File: config.mk
export PLATFORM = sky130hd
export DESIGN_NAME = stream_interp
export DESIGN_NICKNAME = d
export VERILOG_FILES = /design/src/rtl/stream_interp.sv
export SDC_FILE = /design/constraint.sdc
export NUM_CORES = 1
export LEC_CHECK = 0
export CORE_MARGIN = 10
export CORE_UTILIZATION = 64
export CTS_BUF_LIST = sky130_fd_sc_hd__clkbuf_8
export CTS_CLUSTER_DIAMETER = 80
export CTS_CLUSTER_SIZE = 10
export DETAILED_ROUTE_END_ITERATION = 12
export PLACE_DENSITY = 0.93
export SLEW_MARGIN = 20
export SYNTH_ARGS = -nofsm -noshare
export SYNTH_HDL_FRONTEND = slang
export SYNTH_SLANG_ARGS = --single-unit
File: constraint.sdc
create_clock -name clk -period 7.5 [get_ports clk]
set_clock_uncertainty 0.15 [all_clocks]
set_input_delay 1.5 -clock clk [delete_from_list [all_inputs] [get_ports clk]]
set_output_delay 1.5 -clock clk [all_outputs]
set_load 0.01 [all_outputs]
File: src/rtl/stream_interp.sv
// rtl/stream_interp.sv - linear-interpolating stream upsampler, factor 2**L_LOG2
//
// Each accepted input sample produces L = 2**L_LOG2 output beats. The beats ramp
// linearly from the previous sample to the new one, and the last beat equals the
// new sample exactly.
//
// Ports:
//   clk      clock
//   rst_n    asynchronous active-low reset
//   s_data   input sample, DW bits unsigned
//   s_valid  input valid
//   s_ready  input ready; combinational from m_ready and state only
//   m_data   interpolated output sample, registered
//   m_valid  output valid, registered
//   m_last   high on the final beat of each burst
//   m_ready  downstream ready
module stream_interp #(
  parameter int DW     = 8,
  parameter int L_LOG2 = 2
) (
  input  logic          clk,
  input  logic          rst_n,
  input  logic [DW-1:0] s_data,
  input  logic          s_valid,
  output logic          s_ready,
  output logic [DW-1:0] m_data,
  output logic          m_valid,
  output logic          m_last,
  input  logic          m_ready
);

  localparam int L  = 1 << L_LOG2;
  localparam int AW = DW + L_LOG2 + 2;
  localparam int CW = L_LOG2 + 1;
  localparam logic [CW-1:0] CNT_L = CW'(L);

  typedef enum logic {IDLE, EMIT} state_t;

  state_t                r_state, w_state_nxt;
  logic [DW-1:0]         r_x_prev, w_x_prev_nxt;
  logic signed [DW:0]    r_diff, w_diff_nxt;
  logic signed [AW-1:0]  r_acc, w_acc_nxt;
  logic [CW-1:0]         r_cnt, w_cnt_nxt;
  logic [DW-1:0]         r_m_data, w_m_data_nxt;
  logic                  r_m_valid, w_m_valid_nxt;
  logic                  r_m_last, w_m_last_nxt;

  logic                  w_on_last;
  logic                  w_accept;
  logic                  w_advance;
  logic [CW-1:0]         w_cnt_inc;
  logic signed [DW:0]    w_diff_new;
  logic signed [AW-1:0]  w_diff_new_ext;
  logic signed [AW-1:0]  w_diff_reg_ext;
  logic signed [AW-1:0]  w_base;
  logic signed [AW-1:0]  w_acc_first;
  logic signed [AW-1:0]  w_acc_step;
  logic signed [AW-1:0]  w_shift_first;
  logic signed [AW-1:0]  w_shift_step;

  assign w_on_last = (r_cnt == CNT_L);
  assign s_ready   = !r_m_valid || (m_ready && w_on_last);
  assign w_accept  = s_valid && s_ready;
  assign w_advance = r_m_valid && m_ready && !w_on_last;
  assign w_cnt_inc = r_cnt + CW'(1);

  // Both operands are zero-extended by one bit so the difference is a proper
  // signed DW+1 value covering -(2**DW-1) .. 2**DW-1.
  assign w_diff_new     = $signed({1'b0, s_data}) - $signed({1'b0, r_x_prev});
  assign w_diff_new_ext = {{(AW-DW-1){w_diff_new[DW]}}, w_diff_new};
  assign w_diff_reg_ext = {{(AW-DW-1){r_diff[DW]}}, r_diff};

  // x_prev*L scaled by L so the accumulator steps by diff each beat; the
  // arithmetic shift then floors toward minus infinity for falling ramps.
  assign w_base        = $signed({2'b00, r_x_prev, {L_LOG2{1'b0}}});
  assign w_acc_first   = w_base + w_diff_new_ext;
  assign w_acc_step    = r_acc + w_diff_reg_ext;
  assign w_shift_first = w_acc_first >>> L_LOG2;
  assign w_shift_step  = w_acc_step >>> L_LOG2;

  always_comb begin
    w_state_nxt   = r_state;
    w_x_prev_nxt  = r_x_prev;
    w_diff_nxt    = r_diff;
    w_acc_nxt     = r_acc;
    w_cnt_nxt     = r_cnt;
    w_m_data_nxt  = r_m_data;
    w_m_valid_nxt = r_m_valid;
    w_m_last_nxt  = r_m_last;

    // Accept has priority: on a last-beat handshake with s_valid high the next
    // burst starts in the same cycle, so no bubble appears.
    if (w_accept) begin
      w_state_nxt   = EMIT;
      w_x_prev_nxt  = s_data;
      w_diff_nxt    = w_diff_new;
      w_acc_nxt     = w_acc_first;
      w_cnt_nxt     = CW'(1);
      w_m_data_nxt  = w_shift_first[DW-1:0];
      w_m_valid_nxt = 1'b1;
      w_m_last_nxt  = 1'b0;
    end else if (w_advance) begin
      w_acc_nxt     = w_acc_step;
      w_cnt_nxt     = w_cnt_inc;
      w_m_data_nxt  = w_shift_step[DW-1:0];
      w_m_last_nxt  = (w_cnt_inc == CNT_L);
    end else if (r_m_valid && m_ready && w_on_last) begin
      w_state_nxt   = IDLE;
      w_m_valid_nxt = 1'b0;
      w_m_last_nxt  = 1'b0;
    end
  end

  always_ff @(posedge clk or negedge rst_n) begin
    if (!rst_n) begin
      r_state   <= IDLE;
      r_x_prev  <= '0;
      r_diff    <= '0;
      r_acc     <= '0;
      r_cnt     <= '0;
      r_m_data  <= '0;
      r_m_valid <= 1'b0;
      r_m_last  <= 1'b0;
    end else begin
      r_state   <= w_state_nxt;
      r_x_prev  <= w_x_prev_nxt;
      r_diff    <= w_diff_nxt;
      r_acc     <= w_acc_nxt;
      r_cnt     <= w_cnt_nxt;
      r_m_data  <= w_m_data_nxt;
      r_m_valid <= w_m_valid_nxt;
      r_m_last  <= w_m_last_nxt;
    end
  end

  assign m_data  = r_m_data;
  // m_valid tracks the state register; keeping the flop makes it glitch-free.
  assign m_valid = r_m_valid && (r_state == EMIT);
  assign m_last  = r_m_last;

endmodule
After elaboration in Yosys (flattened, before gate mapping)
Index checks and enable logic that the tools add are counted.
- $add $sub $neg: 4
- equal/unequal tests: 3
- muxes and demuxes: 11
- reductions and logical operators: 12
- operator list (kind ; number):
    12-bit 2-to-1 mux ; 2
    8-bit 2-to-1 mux ; 2
    11-bit by 9-bit adder with 12-bit output ; 1
    12-bit by 9-bit adder with 12-bit output ; 1
    8-bit by 8-bit subtractor with 9-bit output ; 1
    3-bit == test (second input constant) ; 2
    3-bit 2-to-1 mux ; 2
    1-bit logical AND ; 5
    1-bit 2-to-1 mux ; 5
    2-bit nonzero test ; 2
    3-bit by 1-bit adder with 3-bit output (second input constant) ; 1
    3-bit nonzero test ; 1
    1-bit zero test ; 2
    2-bit inequality test (second input constant) ; 1
    2-bit AND reduction ; 1
    1-bit logical OR ; 1
- register bits after elaboration: 42
- input port bits: 12
- word-level logic and storage cells: 37

Longest topological paths before layout
Gate-level depths: netlist of the first run.
- depth after elaboration: 6
- mapped depth: 15

Worst setup path after synthesis of the first run
Ideal clock, no wire load.
- path type: input -> register
- start: input s_data[0]
- end: register r_acc[9]
- setup time: 0.135 ns
- data arrival time: 3.852 ns
- required time: 7.215 ns
- path slack: 3.363 ns
- stages on the path: 15
- buffers on the path: 0
- cell sequence: inv_1 > ha_1 > inv_1 > fa_1 > a21oi_1 > o21ai_1 > a21oi_1 > xnor2_1 > ha_1 > nand3_1 > o211ai_1 > o41ai_1 > xnor2_1 > xnor2_1 > o211ai_1
- cells in the longest elaborated chain, start to end: 3
- RTL lines (what ; RTL line ; source):
    start, declared ; 23 ; input logic [DW-1:0] s_data,
    8-bit by 8-bit subtractor with 9-bit output ; 69 ; assign w_diff_new = $signed({1'b0, s_data}) - $signed({1'b0, r_x_prev});
    named net w_diff_new[6] ; 52 ; logic signed [DW:0] w_diff_new;
    11-bit by 9-bit adder with 12-bit output ; 76 ; assign w_acc_first = w_base + w_diff_new_ext;
    12-bit 2-to-1 mux ; 93 ; if (w_accept) begin
    end signal, assigned ; 128 ; r_acc <= w_acc_nxt;
    end, declared ; 42 ; logic signed [AW-1:0] r_acc, w_acc_nxt;
The timed path passes the listed nets, and every way through them passes these cells.
A chain may end at the register's enable or synchronous reset.

Final worst setup path of the first run
- start: input s_data[1]
- end: register r_acc[9]
The elaborated chain is that of the path after synthesis.

==> qor.csv, run 1 <==
metric;value;unit
status;finished clean;
start_util;0.667;
critPathMaxStageDelay;0.47;ns
stdcell_count;343;
seqCellArea;801;µm²
cts-root-buf;clkbuf_8;
place_area;2650;µm²
htreeDepth;2;
die_w;82.0;µm
cts_made_buffers;5;
hold_buffers;0;
crit_slowest_cell;clkdlybuf4s50_1;
fin_area;2760;µm²
cts_tree;built;
crit_chain;clkdlybuf4s50_1, ha_1, nor2b_1, o21ai_2, a21oi_2, o21ai_0, nor3b_1, nor2_1, ha_1, nand3_1, o211ai_1, o41ai_1, xnor2_1, xnor2_1, o211ai_1;
dr.pass1.iters;4;
clkLatencyLatePin;0.30;ns
post_cts_buffers;0;
gp_congestion;0.905;
placementRows;22;
dpl.cell_count;335;
routed_wl;5560;µm
fin_crit;4.71;ns
antenna_left;0;
path_max_fanout;4;
muxShareOfSynthArea;0.0224;
cp_data_required_time;7.50;ns
core;3690;µm²
antenna_found_initial;0;
areaGrowthSynthToFinish;12.3;%
synth_nets;323;
pin_count;23;
path_delay_family;compound AO/OA/AOI/OAI gates;
synth_edf_count;0;
antenna_cells;0;
clock-sinks;32;
cts_buffer_depth;2;
pre_cts_ws;2.50;ns
maxCapViolations;0;
max_slew_margin;0.323;
syn_area;2460;µm²
async_flop_share;1.00;
die_h;82.0;µm
post-dp-hpwl;4090;µm
fill_cells;264;
drv_slew;0;
portBuffers;22;
drtIter0Drc;172;
ys.flop_type;dfrtp_1;
setup_slack;2.79;ns
ys_seq_area_frac;0.326;
dieArea;6720;µm²
cp_num_buf_inv;1;
ys.warnings.count;0;
cts_resized;0;
hold_path_class;reg -> reg;
routedWlPerCell;16.2;µm
finalHoldViolCount;0;
drc_errors;0;
crit_arrival;4.72;ns
grt_pass1_wl;9500;µm
fmax;212;MHz
synth_compound_area_frac;0.201;
worst_slew_pin_slew;1.02;ns
viasPerCell;6.00;
tns;0;ns
synth_xor_area_frac;0.0570;
yosys.area_share.simple;0.155;
overflow;0;
drive_gt1_frac;0.0712;
finalCritPeriodShare;0.629;
syn_avg_cell_area;8.79;µm²
grt_pass1_vias;2015;
layout_commonest_cell;dfrtp_1;
synth_adder_area_share;0.167;
synth_top_family_by_area;compound AO/OA/AOI/OAI gates;
most-common-layout-cells;dfrtp_1, nand2_1, ha_1;
grt_max_degree;36;
path_class;in -> reg;
track_usage;0.180;
synth_cell_types;48;
ys_ff_latch;32;
start_kind;input pin;
setup_viol;0;
syn_inst;280;
num_vias;2057;
multi_input_area;1480;µm²
rsz0062_at_grt;false;
nets;337;
setup.worst_path.end_class;flip-flop;
clk_pin_slew;0.08;ns
==> area by class of cell <==
class                      count  area share
multi-input combinational    210       0.537
sequential                    32       0.290
timing repair buffer          23      0.0825
inverter                      22      0.0299
clock buffer                   5      0.0249
tap                           48      0.0217
clock inverter                 3      0.0140
==> synth_stat cells, drive strengths merged, types with 2 or more instances <==
library cell  instances  area (µm²)
or2                   3        18.8
a21o                  4        30.0
a21oi                20         104
buf                  12        80.1
a31oi                 2        12.5
nor2                 17        63.8
clkbuf                4        15.0
o31ai                 2        15.0
nor3                  8        40.0
nand3                 7        35.0
nand2b                4        25.0
o41ai                 2        25.0
inv                  22        82.6
dfrtp                32         801
o211ai                5        37.5
o21ai                25         129
nor3b                 2        15.0
o21bai                3        22.5
a22oi                 2        15.0
and3                  2        13.8
fa                    3        60.1
xnor2                 8        70.1
xor2                  8        70.1
ha                   28         350
mux2                  4        45.0
nor2b                 4        25.0
nand2                31         116
a211oi                2        15.0
==> stage by stage <==
stage          hold slack, ns  utilization
3_3_place_gp            0.324        0.719
2_1_floorplan           0.303            -
6_report                0.353        0.749
5_1_grt                 0.404        0.749
4_1_cts                 0.355        0.748
3_5_place_dp            0.356        0.719
==> cells by family after synthesis <==
logic type	after synthesis
AOI/OAI and AO/OA	76
xor gates and xnor gates	16
and+or+nand+nor	82
buffers and inverters	38
DFF	32
adders and majority gates	31
muxes	5
==> final timing paths <==
path / slack (ns) / depth (start not counted) / start / to
min in group asynchronous: 1.44 / 2 / rst_n / r_acc[1]$_DFFE_PN0P_
hold reg to reg: 0.35 / 2 / r_diff[0]$_DFFE_PN0P_ / r_diff[0]$_DFFE_PN0P_
hold / removal: 0.35 / 2 / r_diff[0]$_DFFE_PN0P_ / r_diff[0]$_DFFE_PN0P_
setup / recovery: 2.79 / 15 / s_data[1] / r_acc[9]$_DFFE_PN0P_
max in group asynchronous: 5.44 / 2 / rst_n / r_cnt[1]$_DFFE_PN0P_
setup reg to reg: 3.99 / 15 / r_x_prev[1]$_DFFE_PN0P_ / r_acc[9]$_DFFE_PN0P_
==> layer usage <==
metal / track usage / share of wire / vias up
li1: - / - / 1001
met1: 0.216 / 0.42 / 983
met2: 0.311 / 0.49 / 60
met3: 0.0415 / 0.066 / 13
met4: 0.0595 / 0.019 / 0
met5: 0 / 0 / -
==> registers in the layout, indices dropped and copies added, names as in the netlist <==
signal / flops
r_cnt: 3
r_diff: 9
r_acc: 10
r_m_valid: 1
r_x_prev: 8
m_last: 1
==> worst register-to-register path, cell delays in order (launching register included) <==
cell and delay [ns]:
dfrtp_1 0.42, inv_1 0.14, ha_1 0.24, nor2b_1 0.13, o21ai_2 0.14, a21oi_2 0.09
o21ai_0 0.24, nor3b_1 0.33, nor2_1 0.08, ha_1 0.34, nand3_1 0.12, o211ai_1 0.12
o41ai_1 0.40, xnor2_1 0.20, xnor2_1 0.14, o211ai_1 0.09
Power of run 1 is not shown: default switching activity piles up to over one toggle a cycle in this logic, so the estimate is an artifact.
==> inputs of run 2 (changes only) <==
--- a/config.mk
+++ b/config.mk
@@ -6,12 +6,12 @@
 export NUM_CORES = 1
 export LEC_CHECK = 0
 export CORE_MARGIN = 10
-export CORE_UTILIZATION = 64
+export CORE_UTILIZATION = 54
 export CTS_BUF_LIST = sky130_fd_sc_hd__clkbuf_8
 export CTS_CLUSTER_DIAMETER = 80
 export CTS_CLUSTER_SIZE = 10
 export DETAILED_ROUTE_END_ITERATION = 12
-export PLACE_DENSITY = 0.93
+export PLACE_DENSITY = 0.84
 export SLEW_MARGIN = 20
 export SYNTH_ARGS = -nofsm -noshare
 export SYNTH_HDL_FRONTEND = slang
==> constraint.sdc (replaced) <==
create_clock -name clk -period 4.3 [get_ports clk]
set_clock_uncertainty 0.15 [all_clocks]
set_input_delay 0.86 -clock clk [delete_from_list [all_inputs] [get_ports clk]]
set_output_delay 0.86 -clock clk [all_outputs]
set_load 0.01 [all_outputs]
==> run 2 against run 1 <==
Effect of this change:
- utilization fell by 12 points
- sequential share of layout area fell by 0.12 points
- via count fell by 0.73%
- clock-buffer cell count did not move
- worst setup slack got worse by 2.5 ns
- non-clock buffer count rose by 1
- critical path depth did not move
==> qor.csv, run 2 (synthesized netlist as in run 1, its figures left out) <==
metric;value;unit;change
cp_data_required_time;4.30;ns;-3.20 ns
finalHoldViolCount;0;;unchanged
pin_count;23;;unchanged
hold_path_startpoint;r_diff[0]$_DFFE_PN0P_;;
nets;338;;+0.30%
grt_pass1_vias;2038;;+1.1%
setup_viol;0;;unchanged
post-route-util;0.632;;-0.116
met2_length;2470;µm;-10%
grt_pass1_wl;9040;µm;-4.9%
post_cts_buffers;0;;unchanged
seqCellArea;801;µm²;unchanged
core;4380;µm²;+19%
start_kind;input pin;;
routed_wl;5270;µm;-5.1%
status;finished clean;;
die_w;87.5;µm;+6.7%
path_class;in -> reg;;
rr_startpoint;r_x_prev[1]$_DFFE_PN0P_;;
routedWlPerCell;15.1;µm;-6.5%
die_h;87.5;µm;+6.7%
viasPerCell;5.87;;-2.2%
worstHoldPathCells;2;;unchanged
cts_tree;built;;
antenna_found_initial;0;;unchanged
layout_commonest_cell;dfrtp_1;;
areaGrowthSynthToFinish;12.7;%;
highest_layer;met4;;
top_register;r_acc;;
drtIter0Drc;118;;-31%
dr.pass1.iters;4;;unchanged
cts_buffer_depth;2;;unchanged
met3_length;238;µm;-35%
htreeDepth;2;;unchanged
maxCapViolations;0;;unchanged
hold_end;r_diff[0]$_DFFE_PN0P_;;
fmax;250;MHz;
hold_buffers;0;;unchanged
clk_pin_slew;0.07;ns;about the same
drive_gt1_frac;0.0709;;-0.000240
portBuffers;22;;unchanged
cts_resized;0;;unchanged
holdWs;0.358;ns;+0.00467 ns
antenna_left;0;;unchanged
clkLatencyLatePin;0.29;ns;about the same
start_util;0.561;;-0.106
cts-root-buf;clkbuf_8;;
dieArea;7650;µm²;+14%
reg_top3;r_acc x10, r_diff x9, r_x_prev x8;;
post-dp-hpwl;3780;µm;-7.5%
num_vias;2042;;-0.73%
tns;0;ns;unchanged
clock-sinks;32;;unchanged
crit_arrival;4.00;ns;-0.72 ns
finalCritPeriodShare;0.930;;
antenna_cells;0;;unchanged
rsz0062_at_grt;false;;
setup.worst_path.end_class;flip-flop;;
hold_path_class;reg -> reg;;
rrSetupSlack;0.86;ns;-3.13 ns
placementRows;24;;+9.1%
most-common-layout-cells;dfrtp_1, nand2_1, ha_1;;
pre_cts_ws;0.0354;ns;-2.47 ns
wl_met1;2410;µm;+3.0%
worst_slew_pin_slew;0.965;ns;-0.0503 ns
fin_crit;4.00;ns;
path_max_fanout;4;;unchanged
multi_input_area;1480;µm²;about the same
drv_slew;0;;unchanged
fill_cells;381;;+44%
track_usage;0.144;;-0.0357
max_slew_margin;0.357;;+0.0335
rr_worst_depth;15;;unchanged
grt_max_degree;33;;-8.3%
drc_errors;0;;unchanged
cts_made_buffers;5;;unchanged
largest_reg_flops;10;;unchanged
gp_congestion;0.887;;-2.0%
setup_slack;0.299;ns;-2.49 ns
r2r_end;r_acc[9]$_DFFE_PN0P_;;
overflow;0;;unchanged
[run 2: worst max path at each step]
| stage | startpoint | endpoint | slack, ns | cells past startpoint |
|---|---|---|---|---|
| 2_1_floorplan | s_data[0] | r_acc[9]$_DFFE_PN0P_ | 0.80 | 15 |
| 6_report | s_data[1] | r_acc[9]$_DFFE_PN0P_ | 0.30 | 15 |
| 3_5_place_dp | s_data[1] | r_acc[9]$_DFFE_PN0P_ | 0.04 | 15 |
| 5_1_grt | s_data[1] | r_acc[9]$_DFFE_PN0P_ | 0.03 | 15 |
| 3_3_place_gp | s_data[0] | r_acc[9]$_DFFE_PN0P_ | 0.15 | 16 |
| 4_1_cts | s_data[1] | r_acc[9]$_DFFE_PN0P_ | 0.34 | 15 |
[run 2: per-stage QoR]
step,instances,cell area (µm²)
floorplan,280,2460
global placement,340,2670
detailed placement,340,2670
CTS,348,2770
global route,348,2770
finish,348,2770
[run 2: area by class of cell]
cell class,count,share of cell area
clock buffers,5,0.0248
multi-input cells,210,0.534
inverters,22,0.0298
flip-flops and latches,32,0.289
well taps,52,0.0235
repair buffers,24,0.0848
clock inverters,3,0.0140
[run 2: worst max-delay path, stage by stage]
cell,delay (ns)
clkdlybuf4s50_1,0.47
ha_1,0.31
nor2b_1,0.14
o21ai_2,0.14
a21oi_2,0.09
o21ai_0,0.26
nor3b_1,0.30
nor2_1,0.07
ha_1,0.33
nand3_1,0.10
o211ai_1,0.13
o41ai_1,0.39
xnor2_1,0.19
xnor2_1,0.14
o211ai_1,0.09
[run 2: per-layer routing]
layer	vias to the layer above	global-route usage
met4	0	0.0623
met1	966	0.174
met2	54	0.238
met3	15	0.0346
met5	-	0
li1	1007	-
Power of run 2 is left out for the same reason.
==> inputs of run 3 (changes only) <==
--- a/config.mk
+++ b/config.mk
@@ -9,9 +9,9 @@
 export CORE_UTILIZATION = 54
 export CTS_BUF_LIST = sky130_fd_sc_hd__clkbuf_8
 export CTS_CLUSTER_DIAMETER = 80
-export CTS_CLUSTER_SIZE = 10
 export DETAILED_ROUTE_END_ITERATION = 12
 export PLACE_DENSITY = 0.84
+export SKIP_LAST_GASP = 1
 export SLEW_MARGIN = 20
 export SYNTH_ARGS = -nofsm -noshare
 export SYNTH_HDL_FRONTEND = slang
==> results of run 3 <==
No change in the layout: final DEF, timing and power equal those of run 2.
Power of run 3 is left out for the same reason.
